<file path="config.mk">
export PLATFORM = sky130hd
export DESIGN_NAME = reorder_buffer
export DESIGN_NICKNAME = d
export VERILOG_FILES = /design/src/rtl/rob_pkg.sv /design/src/rtl/reorder_buffer.sv
export SDC_FILE = /design/constraint.sdc
export NUM_CORES = 1
export LEC_CHECK = 0
export ABC_CLOCK_PERIOD_IN_PS = 19900
export CAP_MARGIN = 5
export CORE_MARGIN = 2
export CORE_UTILIZATION = 45
export CTS_CLUSTER_DIAMETER = 50
export CTS_CLUSTER_SIZE = 16
export DETAILED_ROUTE_END_ITERATION = 8
export PLACE_DENSITY_LB_ADDON = 0.05
export SYNTH_ARGS = -nofsm -noshare
export SYNTH_HDL_FRONTEND = slang
export SYNTH_SLANG_ARGS = --single-unit
</file>
<file path="constraint.sdc">
create_clock -name clk -period 19.9 [get_ports clk]
set_input_delay 1.99 -clock clk [delete_from_list [all_inputs] [get_ports clk]]
set_output_delay 1.99 -clock clk [all_outputs]
set_load 0.02 [all_outputs]
</file>
<file path="src/rtl/rob_pkg.sv">
// Shared constants and the entry payload type for the reorder buffer.
package rob_pkg;

    localparam int ROB_DEPTH = 16;
    localparam int TAG_W     = 4;
    localparam int COUNT_W   = TAG_W + 1;
    localparam int RD_W      = 5;
    localparam int DATA_W    = 32;

    localparam logic [RD_W-1:0] ZERO_REG = '0;

    typedef logic [TAG_W-1:0] tag_t;

    // Entry payload. The valid and ready flags are kept outside the struct
    // so they can be reset on their own.
    typedef struct packed {
        logic [RD_W-1:0]   rd;
        logic [DATA_W-1:0] value;
        logic              is_branch;
        logic              is_store;
        logic              mispredict;
        logic [DATA_W-1:0] redirect_pc;
    } rob_entry_t;

endpackage

</file>
<file path="src/rtl/reorder_buffer.sv">
// 16-entry circular reorder buffer: hands out rename tags, captures CDB
// results, retires in program order and drives the register-file commit
// and flush interface.
module reorder_buffer
    import rob_pkg::*;
(
    input  logic              clk,
    input  logic              rst,
    input  logic              rdy,
    input  logic              alloc_valid,
    input  logic [RD_W-1:0]   alloc_rd,
    input  logic              alloc_is_branch,
    input  logic              alloc_is_store,
    output logic [TAG_W-1:0]  alloc_tag,
    output logic              rob_full,
    input  logic              cdb_valid,
    input  logic [TAG_W-1:0]  cdb_tag,
    input  logic [DATA_W-1:0] cdb_value,
    input  logic              cdb_mispredict,
    input  logic [DATA_W-1:0] cdb_redirect_pc,
    input  logic [TAG_W-1:0]  query_tag_1,
    input  logic [TAG_W-1:0]  query_tag_2,
    output logic              query_ready_1,
    output logic              query_ready_2,
    output logic [DATA_W-1:0] query_value_1,
    output logic [DATA_W-1:0] query_value_2,
    output logic              register_update_flag,
    output logic [RD_W-1:0]   register_commit_dest,
    output logic [DATA_W-1:0] register_commit_value,
    output logic [TAG_W-1:0]  rename_of_commit_ins,
    output logic              register_flush,
    output logic [DATA_W-1:0] flush_pc,
    output logic              store_commit,
    output logic [TAG_W-1:0]  store_commit_tag
);

    rob_entry_t           entries [ROB_DEPTH];
    logic [ROB_DEPTH-1:0] valid;
    logic [ROB_DEPTH-1:0] ready;
    tag_t                 head;
    tag_t                 tail;
    logic [COUNT_W-1:0]   count;

    rob_entry_t head_entry;
    logic       commit_fire;
    logic       do_flush;
    logic       do_alloc;
    logic       do_wb;

    assign alloc_tag = tail;
    assign rob_full  = (count == COUNT_W'(ROB_DEPTH));

    // Query ports forward stored results only; the RS snoops the CDB itself.
    assign query_ready_1 = valid[query_tag_1] && ready[query_tag_1];
    assign query_ready_2 = valid[query_tag_2] && ready[query_tag_2];
    assign query_value_1 = entries[query_tag_1].value;
    assign query_value_2 = entries[query_tag_2].value;

    // Decode this cycle's commit, flush, allocation and writeback from registered state.
    always_comb begin
        head_entry  = entries[head];
        commit_fire = valid[head] && ready[head];
        do_flush    = commit_fire && head_entry.is_branch && head_entry.mispredict;
        do_alloc    = alloc_valid && !rob_full && !do_flush;
        do_wb       = cdb_valid && valid[cdb_tag] && !do_flush;
    end

    // Entry payload storage.
    // NOTE: the payload array has no reset; an entry is only ever read while its
    // valid bit is set, and every allocation rewrites the fields that matter.
    always_ff @(posedge clk) begin
        if (rdy) begin
            if (do_alloc) begin
                entries[tail].rd         <= alloc_rd;
                entries[tail].is_branch  <= alloc_is_branch;
                entries[tail].is_store   <= alloc_is_store;
                entries[tail].mispredict <= 1'b0;
            end
            if (do_wb) begin
                entries[cdb_tag].value       <= cdb_value;
                entries[cdb_tag].mispredict  <= cdb_mispredict;
                entries[cdb_tag].redirect_pc <= cdb_redirect_pc;
            end
        end
    end

    // Pointers, valid/ready flags and the registered commit/flush/store outputs.
    always_ff @(posedge clk) begin
        if (rst) begin
            head                  <= '0;
            tail                  <= '0;
            count                 <= '0;
            valid                 <= '0;
            ready                 <= '0;
            register_update_flag  <= 1'b0;
            register_commit_dest  <= '0;
            register_commit_value <= '0;
            rename_of_commit_ins  <= '0;
            register_flush        <= 1'b0;
            flush_pc              <= '0;
            store_commit          <= 1'b0;
            store_commit_tag      <= '0;
        end else if (rdy) begin
            // NOTE: later non-blocking writes to the same bit win, so the
            // commit clear below overrides an allocate or writeback to head.
            register_update_flag <= 1'b0;
            register_flush       <= 1'b0;
            store_commit         <= 1'b0;
            if (do_flush) begin
                valid          <= '0;
                ready          <= '0;
                head           <= '0;
                tail           <= '0;
                count          <= '0;
                register_flush <= 1'b1;
                flush_pc       <= head_entry.redirect_pc;
            end else begin
                if (do_alloc) begin
                    valid[tail] <= 1'b1;
                    ready[tail] <= 1'b0;
                    tail        <= tail + 4'd1;
                end
                if (do_wb) begin
                    ready[cdb_tag] <= 1'b1;
                end
                if (commit_fire) begin
                    valid[head] <= 1'b0;
                    ready[head] <= 1'b0;
                    head        <= head + 4'd1;
                    if (head_entry.is_store) begin
                        store_commit     <= 1'b1;
                        store_commit_tag <= head;
                    end else if (!head_entry.is_branch && head_entry.rd != ZERO_REG) begin
                        register_update_flag  <= 1'b1;
                        register_commit_dest  <= head_entry.rd;
                        register_commit_value <= head_entry.value;
                        rename_of_commit_ins  <= head;
                    end
                end
                count <= count + COUNT_W'(do_alloc) - COUNT_W'(commit_fire);
            end
        end else begin
            // Frozen: hold state but drop pulses so none is seen twice.
            register_update_flag <= 1'b0;
            register_flush       <= 1'b0;
            store_commit         <= 1'b0;
        end
    end

endmodule

</file>
Word level (Yosys, flattened, before mapping)
Memories as Yosys holds them, arrays and structs flattened. A register that Yosys moved wholly into a read port is not among the register bits.
Index checks and enable logic that the tools add are counted.
{"block": "totals", "ff_bits": 125, "latch_bits": 0, "mem_bits_rw": 1152, "romBits": 0, "in_bits": 89, "elab_cells": 117, "n_memories": 1}
{"name": "entries", "depth": 16, "width": 72, "rd": 3, "rd_clocked_by_memory_dff": 1, "wr": 2, "line_no": "reorder_buffer.sv:37", "source": "rob_entry_t entries [ROB_DEPTH];"}
{"block": "classes", "add_sub_neg": 4, "n_mul": 0, "n_div": 0, "magnitude_cmp": 8, "n_eq_ne": 1, "shift": 0, "muxes": 52, "bitwise_logic": 11, "reduce_logical": 27}
{"operator": "16-bit 2-to-1 mux", "count": 16}
{"operator": "16-bit bitwise AND", "count": 3}
{"operator": "16-bit inverter", "count": 2}
{"operator": "16-bit OR", "count": 2}
{"operator": "1-bit binary-select mux with 4-bit select", "count": 7}
{"operator": "4-bit by 5-bit < comparator with 1-bit output, second input constant", "count": 5}
{"operator": "4-bit 2-to-1 mux", "count": 6}
{"operator": "1-bit 2-to-1 mux", "count": 19}
{"operator": "1-bit logical AND", "count": 13}
{"operator": "1-bit demux with 4-bit select", "count": 3}
{"operator": "4-bit by 1-bit greater-or-equal comparator with 1-bit output, second input constant", "count": 3}
{"operator": "4-bit by 1-bit adder with 4-bit output, second input constant", "count": 2}
{"operator": "2-bit AND reduction", "count": 3}
{"operator": "5-bit by 1-bit adder with 5-bit output", "count": 1}
{"operator": "5-bit equality test, second input constant", "count": 1}
{"operator": "5-bit 2-to-1 mux", "count": 1}
{"operator": "5-bit AND reduction", "count": 1}
{"operator": "5-bit nonzero test", "count": 1}
{"operator": "5-bit OR reduction", "count": 1}
{"operator": "5-bit by 1-bit subtractor with 5-bit output", "count": 1}
{"operator": "1-bit inverter", "count": 4}
{"operator": "4-bit AND reduction", "count": 1}
{"operator": "2-bit nonzero test", "count": 2}
{"operator": "4-bit OR reduction", "count": 1}
{"operator": "other kinds (2)", "count": 4}

Longest topological paths before layout
Gate-level depths: netlist of the first run.
{"block": "depth", "word_depth": 19, "depth_mapped": 20, "mapped_depth_nobuf": 16}

Worst setup path after synthesis of the first run
OpenSTA, ideal clock, no wires.
{"block": "synth_timing", "path_kind": "input-to-reg", "start": "input cdb_tag[0]", "end": "memory entries[10][0] (netlist bit), enable pin", "setup_ns": 0.565, "arrival_time_ns": 7.886, "setup_slack_ns": 11.450, "stages": 8, "path_buffers": 3, "cell_sequence": "clkbuf_1 > mux4_2 > mux4_2 > and2_0 > clkbuf_1 > clkbuf_1 > nand2_1 > nor3_1"}
{"element": "start, declared", "line_no": "reorder_buffer.sv:17", "source": "input logic [TAG_W-1:0] cdb_tag,"}
{"element": "end, declared", "line_no": "reorder_buffer.sv:37"}

Worst setup path in the final report of the first run
{"block": "layout_timing", "start": "input query_tag_1[0]", "end": "output query_value_1[25]"}
{"block": "layout_between", "elab_chain_len": 1}
{"element": "start, declared", "line_no": "reorder_buffer.sv:21", "source": "input logic [TAG_W-1:0] query_tag_1,"}
{"element": "memory read 16 x 72 bit"}
{"element": "end, declared", "line_no": "reorder_buffer.sv:25", "source": "output logic [DATA_W-1:0] query_value_1,"}
Every way passes these cells.

==> results of run 1 <==
metrics by stage:
step | power [mW] | hold WS [ps] | setup slack, ps | std cells
detailed placement | 3.27 | 448 | 12360 | 4560
floorplan | 3.14 | 441 | 11450 | 2808
global placement | 3.26 | 445 | 12390 | 4560
CTS | 5.96 | 470 | 12360 | 4820
finish | 5.90 | 465 | 12420 | 4821
global route | 6.08 | 490 | 12170 | 4821
synth_stat cells (all sizes together) (24+ instances only):
cell type,number
and2,24
buf,106
clkbuf,104
dfxtp,129
edfxtp,1152
inv,53
mux2i,38
mux4,699
nand2,95
nand2b,80
nor2,74
o2bb2ai,32
kinds of logic after synthesis:
kind of cell               count (synthesis)  share of synthesized area
and+or+nand+nor                          354                     0.0326
adders and majority gates                 15                    0.00338
AOI/OAI and AO/OA                        146                     0.0192
xor gates and xnor gates                   6                   0.000909
DFF                                     1281                      0.643
buffers and inverters                    265                     0.0198
muxes                                    741                      0.281
placed cells by master, fill, tap and decap left out, types with 9 or more instances in the layout:
cell type	instances
o21bai_1	16
clkinv_8	12
a21oi_1	15
clkbuf_16	143
mux4_2	683
inv_6	21
dfxtp_1	126
inv_8	13
clkinv_4	10
and2_1	22
a211oi_1	21
bufinv_16	11
inv_1	53
o21ai_0	10
o2bb2ai_1	32
nor2_4	14
mux2i_1	38
nor2_1	60
mux4_1	16
nand2_1	95
clkdlybuf4s50_1	229
nand3b_1	9
nand3_1	9
nor2b_1	10
buf_4	61
clkinvlp_4	14
a22oi_1	10
clkbuf_1	16
o22ai_1	11
nand4_1	11
edfxtp_1	1152
ha_1	14
nand4b_1	16
nand2b_1	80
worst max path at each step:
stage                         from  slack [ps]           endpoint
CTS                 query_tag_2[0]       12360   query_value_2[2]
global route        query_tag_1[0]       12170  query_value_1[25]
floorplan               cdb_tag[0]       11450     entries[10][0]
detailed placement  query_tag_2[0]       12360   query_value_2[2]
finish              query_tag_1[0]       12420  query_value_1[25]
global placement    query_tag_1[0]       12390  query_value_1[25]
critical path, cell delays in order:
cell and delay, ps:
buf_8 740, buf_4 910, mux4_2 610, mux4_2 470, clkdlybuf4s50_1 620
routing by layer:
layer,vias to the layer above,track usage
met5,-,0
met4,12,0.0862
met3,353,0.0482
met2,1364,0.409
met1,16600,0.328
li1,12500,-
power groups by stage:
stage	Combinational, mW	Sequential [mW]	Clock [mW]
floorplan	0.151	2.99	0
global placement	0.268	2.99	0
detailed placement	0.274	2.99	0
CTS	0.275	2.93	2.75
global route	0.289	2.93	2.86
finish	0.272	2.93	2.70
layout make-up:
class / instances / area (µm²) / share of cell area
diodes: 1 / 2.50 / 0.0000375
clock buffers: 162 / 3680 / 0.0551
clock inverters: 98 / 1160 / 0.0174
inverters: 55 / 211 / 0.00317
multi-input cells: 1262 / 19600 / 0.293
flip-flops and latches: 1281 / 37200 / 0.557
well taps: 1662 / 2080 / 0.0311
repair buffers: 300 / 2880 / 0.0431
sequential cells by signal (all words and copies together) (netlist names), 5 cells and up, named ones only:
signal	cells
flush_pc	32
register_commit_dest	5
valid	16
register_commit_value	32
count	5
ready	16
entries	1152
==> results.sh, run 1 <==
export IMPL_status="finished, final reports clean"
export IMPL_peakVddDrop_v=0.0000733
export IMPL_yosysTopAreaCell="edfxtp_1"
export IMPL_postCtsSetupBuffers=0
export IMPL_cts_max_path_buffers=3
export IMPL_ctsResizeCount=0
export IMPL_grt_max_degree=139
export IMPL_postRouteAntennaNets=0
export IMPL_top_layer="met5"
export IMPL_clk_pin_slew_ps=60
export IMPL_via_per_inst=6.41
export IMPL_power_frac_comb=0.046
export IMPL_final_hold_viol_count=0
export IMPL_io_buffer_count=239
export IMPL_powerDensity_nw_per_um2=88.4
export IMPL_drcViolationCount=0
export IMPL_cts_tree="done"
export IMPL_die_w_um=362
export IMPL_hold_depth=1
export IMPL_synth_seq_cells=1281
export IMPL_rows=131
export IMPL_netlist_area_um2=57800
export IMPL_slew_limit_headroom=0.232
export IMPL_ys_async_sr_fraction=0
export IMPL_cts_max_level=4
export IMPL_seq_power_share=0.497
export IMPL_cp_max_fo=82
export IMPL_rr_worst_depth=10
export IMPL_fin_skew_ps=30.7
export IMPL_tns_ps=0
export IMPL_start_util=0.453
export IMPL_syn_inst=2808
export IMPL_design_area_um2=66800
export IMPL_post_dp_cell_area_um2=62000
export IMPL_reg2reg_setup_slack_ps=13990
export IMPL_synthFlopType="edfxtp_1"
export IMPL_dr_pass1_iters=5
export IMPL_overflow=0
export IMPL_ios=240
export IMPL_r2r_end="entries[4][14]"
export IMPL_drv_slew=0
export IMPL_tightestPinTransition_ps=1140
export IMPL_drive_gt1_frac=0.327
export IMPL_rsz0062_at_grt="no"
export IMPL_fp_dieH_um=362
export IMPL_fin_nets=3144
export IMPL_swShare=0.225
export IMPL_hold_path_class="reg2reg"
export IMPL_ctsHoldBuffers=0
export IMPL_cp_arrival_ps=5490
export IMPL_synthToLayoutAreaGrowth_pct=15.6
export IMPL_internal_power_mw=4.57
export IMPL_antenna_found_initial=13
export IMPL_finalCritPeriodShare=0.376
export IMPL_fmax_mhz=134
export IMPL_grt_pass1_vias=32500
export IMPL_met1Wirelength_mm=64.3
export IMPL_netSwitchingPower_mw=1.33
export IMPL_path_class="in2out"
export IMPL_clkLatencyLatePin_ps=780
export IMPL_fin_util=0.524
export IMPL_hold_end="flush_pc[30]"
export IMPL_gp_congestion=0.874
export IMPL_crit_path_end_kind="output port"
export IMPL_dr_wl_met3_mm=11.1
export IMPL_cts_sinks=1281
export IMPL_cts_buffers=140
export IMPL_fillers=9961
export IMPL_p_clk_frac=0.457
export IMPL_setup_viol=0
export IMPL_synth_area_leaders="edfxtp_1 (60%), mux4_2 (27%), dfxtp_1 (4.5%)"
export IMPL_core_area_um2=128000
export IMPL_drtIter0Drc=3548
export IMPL_cts_root_buf="clkbuf_16"
export IMPL_fin_crit_ps=7480
export IMPL_synth_top_area_frac=0.598
export IMPL_yosys_warnings=0
export IMPL_p_leak_nw=20.6
export IMPL_cp_data_required_time_ps=17910
export IMPL_syn_avg_cell_area_um2=20.6
export IMPL_maxCapViolCount=0
export IMPL_synth_edf_count=1152
export IMPL_hpwl_mm=88.0
export IMPL_drt_wirelength_per_cell_um=33.3
export IMPL_startpoint_type="input pin"
export IMPL_synthDistinctLibCells=62
export IMPL_min_from="flush_pc[30]"
export IMPL_syn_nets=2912
export IMPL_routed_wirelength_mm=161
export IMPL_dieArea_um2=131000
export IMPL_grt_usage=0.247
export IMPL_route_met2_wl_mm=80.0
export IMPL_yosysSeqAreaShare=0.643
export IMPL_grt_pass1_wl_mm=232
export IMPL_via_count=30900
(Power assumes the default switching activity.)
==> inputs of run 2 (changes only) <==
--- a/config.mk
+++ b/config.mk
@@ -5,7 +5,7 @@
 export SDC_FILE = /design/constraint.sdc
 export NUM_CORES = 1
 export LEC_CHECK = 0
-export ABC_CLOCK_PERIOD_IN_PS = 19900
+export ABC_CLOCK_PERIOD_IN_PS = 6100
 export CAP_MARGIN = 5
 export CORE_MARGIN = 2
 export CORE_UTILIZATION = 45
==> constraint.sdc (replaced) <==
create_clock -name clk -period 6.1 [get_ports clk]
set_input_delay 0.61 -clock clk [delete_from_list [all_inputs] [get_ports clk]]
set_output_delay 0.61 -clock clk [all_outputs]
set_load 0.02 [all_outputs]
==> run 2 against run 1 <==
Global-route usage barely moved. Final cell count rose by 0.29%. Sequential cell count did not move. Count of clock-buffer cells in the layout did not move. First-iteration DRC count fell by 8.8%. Total power rose to 3.3 times the previous value. Critical path type is now reg2reg. Largest cell class unchanged.
==> results.sh, run 2 (same netlist as run 1, synthesis figures left out) <==
export IMPL_die_w_um=362
export IMPL_n_antenna_cell=0
export IMPL_power_frac_comb=0.046
export IMPL_clk_pin_slew_ps=70
export IMPL_cts_max_path_buffers=3
export IMPL_fin_crit_ps=4630
export IMPL_postRouteAntennaNets=0
export IMPL_swShare=0.219
export IMPL_cp_data_required_time_ps=6500
export IMPL_grt_pass1_wl_mm=233
export IMPL_cts_tree="done"
export IMPL_dr_pass1_iters=8
export IMPL_p_clk_frac=0.468
export IMPL_hpwl_mm=90.2
export IMPL_fillers=9948
export IMPL_cp_arrival_ps=5030
export IMPL_via_per_inst=6.43
export IMPL_cpLargestDelayFamily="simple AND/OR/NAND/NOR gates"
export IMPL_rsz0062_at_grt="no"
export IMPL_routed_wirelength_mm=160
export IMPL_io_buffer_count=239
export IMPL_peakVddDrop_v=0.000332
export IMPL_start_util=0.453
export IMPL_antenna_found_initial=14
export IMPL_drv_slew=0
export IMPL_final_hold_viol_count=0
export IMPL_reg2reg_setup_slack_ps=1470
export IMPL_total_power_mw=19.7
export IMPL_crit_path_end_kind="flop"
export IMPL_grt_pass1_vias=32800
export IMPL_clkLatencyLatePin_ps=770
export IMPL_netSwitchingPower_mw=4.33
export IMPL_ios=240
export IMPL_reg_top3="entries x1152, flush_pc x32, register_commit_value x32"
export IMPL_final_cell_mix="edfxtp_1 (1152), mux4_2 (683), clkdlybuf4s50_1 (229), clkbuf_16 (153), dfxtp_1 (126)"
export IMPL_finalCritPeriodShare=0.759
export IMPL_cp_max_fo=23
export IMPL_p_leak_nw=20.9
export IMPL_rows=131
export IMPL_ctsResizeCount=0
export IMPL_cts_root_buf="clkbuf_16"
export IMPL_startpoint_type="flop"
export IMPL_cts_buffers=144
export IMPL_dieArea_um2=131000
export IMPL_design_area_um2=67400
export IMPL_drive_gt1_frac=0.332
export IMPL_seq_power_share=0.485
export IMPL_drtIter0Drc=3236
export IMPL_cp_slowest_cell="nand4_1"
export IMPL_whs_ps=412
export IMPL_slew_limit_headroom=0.141
export IMPL_internal_power_mw=15.4
export IMPL_drcViolationCount=0
export IMPL_path_class="reg2reg"
export IMPL_fp_dieH_um=362
export IMPL_drt_wirelength_per_cell_um=33.1
export IMPL_hold_path_class="in2reg"
export IMPL_core_area_um2=128000
export IMPL_via_count=31100
export IMPL_synthToLayoutAreaGrowth_pct=16.7
export IMPL_tightestPinTransition_ps=1280
export IMPL_fin_nets=3155
export IMPL_overflow=0
export IMPL_maxCapViolCount=0
export IMPL_grt_max_degree=131
export IMPL_tns_ps=0
export IMPL_cts_max_level=4
export IMPL_worstPathCellList="mux4_1 > and2_0 > mux4_2 > o21ai_2 > nand4_1 > nor2_4 > buf_4"
export IMPL_grt_usage=0.247
export IMPL_final_common_cell="edfxtp_1"
export IMPL_gp_congestion=0.867
export IMPL_regMostFlops="entries"
export IMPL_post_dp_cell_area_um2=62300
export IMPL_setup_viol=0
export IMPL_fin_skew_ps=21.5
export IMPL_postCtsSetupBuffers=0
export IMPL_max_stage_delay_ps=720
export IMPL_largest_reg_flops=1152
export IMPL_fmax_mhz=216
export IMPL_status="finished, final reports clean"
export IMPL_cts_sinks=1281
export IMPL_ctsHoldBuffers=0
export IMPL_powerDensity_nw_per_um2=292
export IMPL_path_buf_inv=1
## run 2: cell types whose count changed in the layout (fill, tap and decap cells not counted), sizes merged
cell,delta
buf,+7
bufinv,+6
diode,-1
clkinvlp,-1
inv,+1
clkinv,+2
## run 2: power by group through the flow
| stage | clock network (mW) | registers (mW) | logic [mW] |
|---|---|---|---|
| 2_1_floorplan | 0 | 9.76 | 0.492 |
| 3_5_place_dp | 0 | 9.76 | 0.923 |
| 5_1_grt | 9.80 | 9.57 | 0.969 |
| 6_report | 9.24 | 9.57 | 0.917 |
| 4_1_cts | 9.46 | 9.57 | 0.925 |
| 3_3_place_gp | 0 | 9.76 | 0.910 |
## run 2: metal layers
metal	vias to the layer above	wire length [µm]	track usage
met5	-	112	0
met3	308	11000	0.0471
met1	16900	64900	0.335
met2	1351	79300	0.406
li1	12500	-	-
met4	16	4710	0.0823
## run 2: path summary, 6_finish.rpt
path	depth (start not counted)	startpoint	endpoint
worst max-delay path	7	flop	entries[13][44]
worst min-delay path	2	rst	register_update_flag
worst max register to register	7	flop	entries[13][44]
worst min register to register	1	flush_pc[1]	flush_pc[1]
## run 2: metrics by stage
stage | setup slack, ps | util | std cells
after global placement | 1580 | 0.489 | 4567
after global routing | 1230 | 0.529 | 4835
after CTS | 1400 | 0.529 | 4835
final | 1470 | 0.529 | 4835
after detailed placement | 1400 | 0.489 | 4567
after floorplan | -1080 | - | 2808
## run 2: area by class of cell
type                       instances  area, µm²  area share
timing repair buffer             307       3220      0.0477
tap                             1662       2080      0.0308
clock inverter                   106       1260      0.0187
sequential                      1281      37200       0.551
inverter                          55        211     0.00313
clock buffer                     162       3880      0.0576
multi-input combinational       1262      19600       0.291
## run 2: worst register-to-register path: cells and delay by family (launching register included)
kind / cells / cell delay [ps]
simple gates: 3 / 1580
mux: 2 / 1240
buf+inv: 1 / 530
flops: 1 / 570
compound gates: 1 / 330
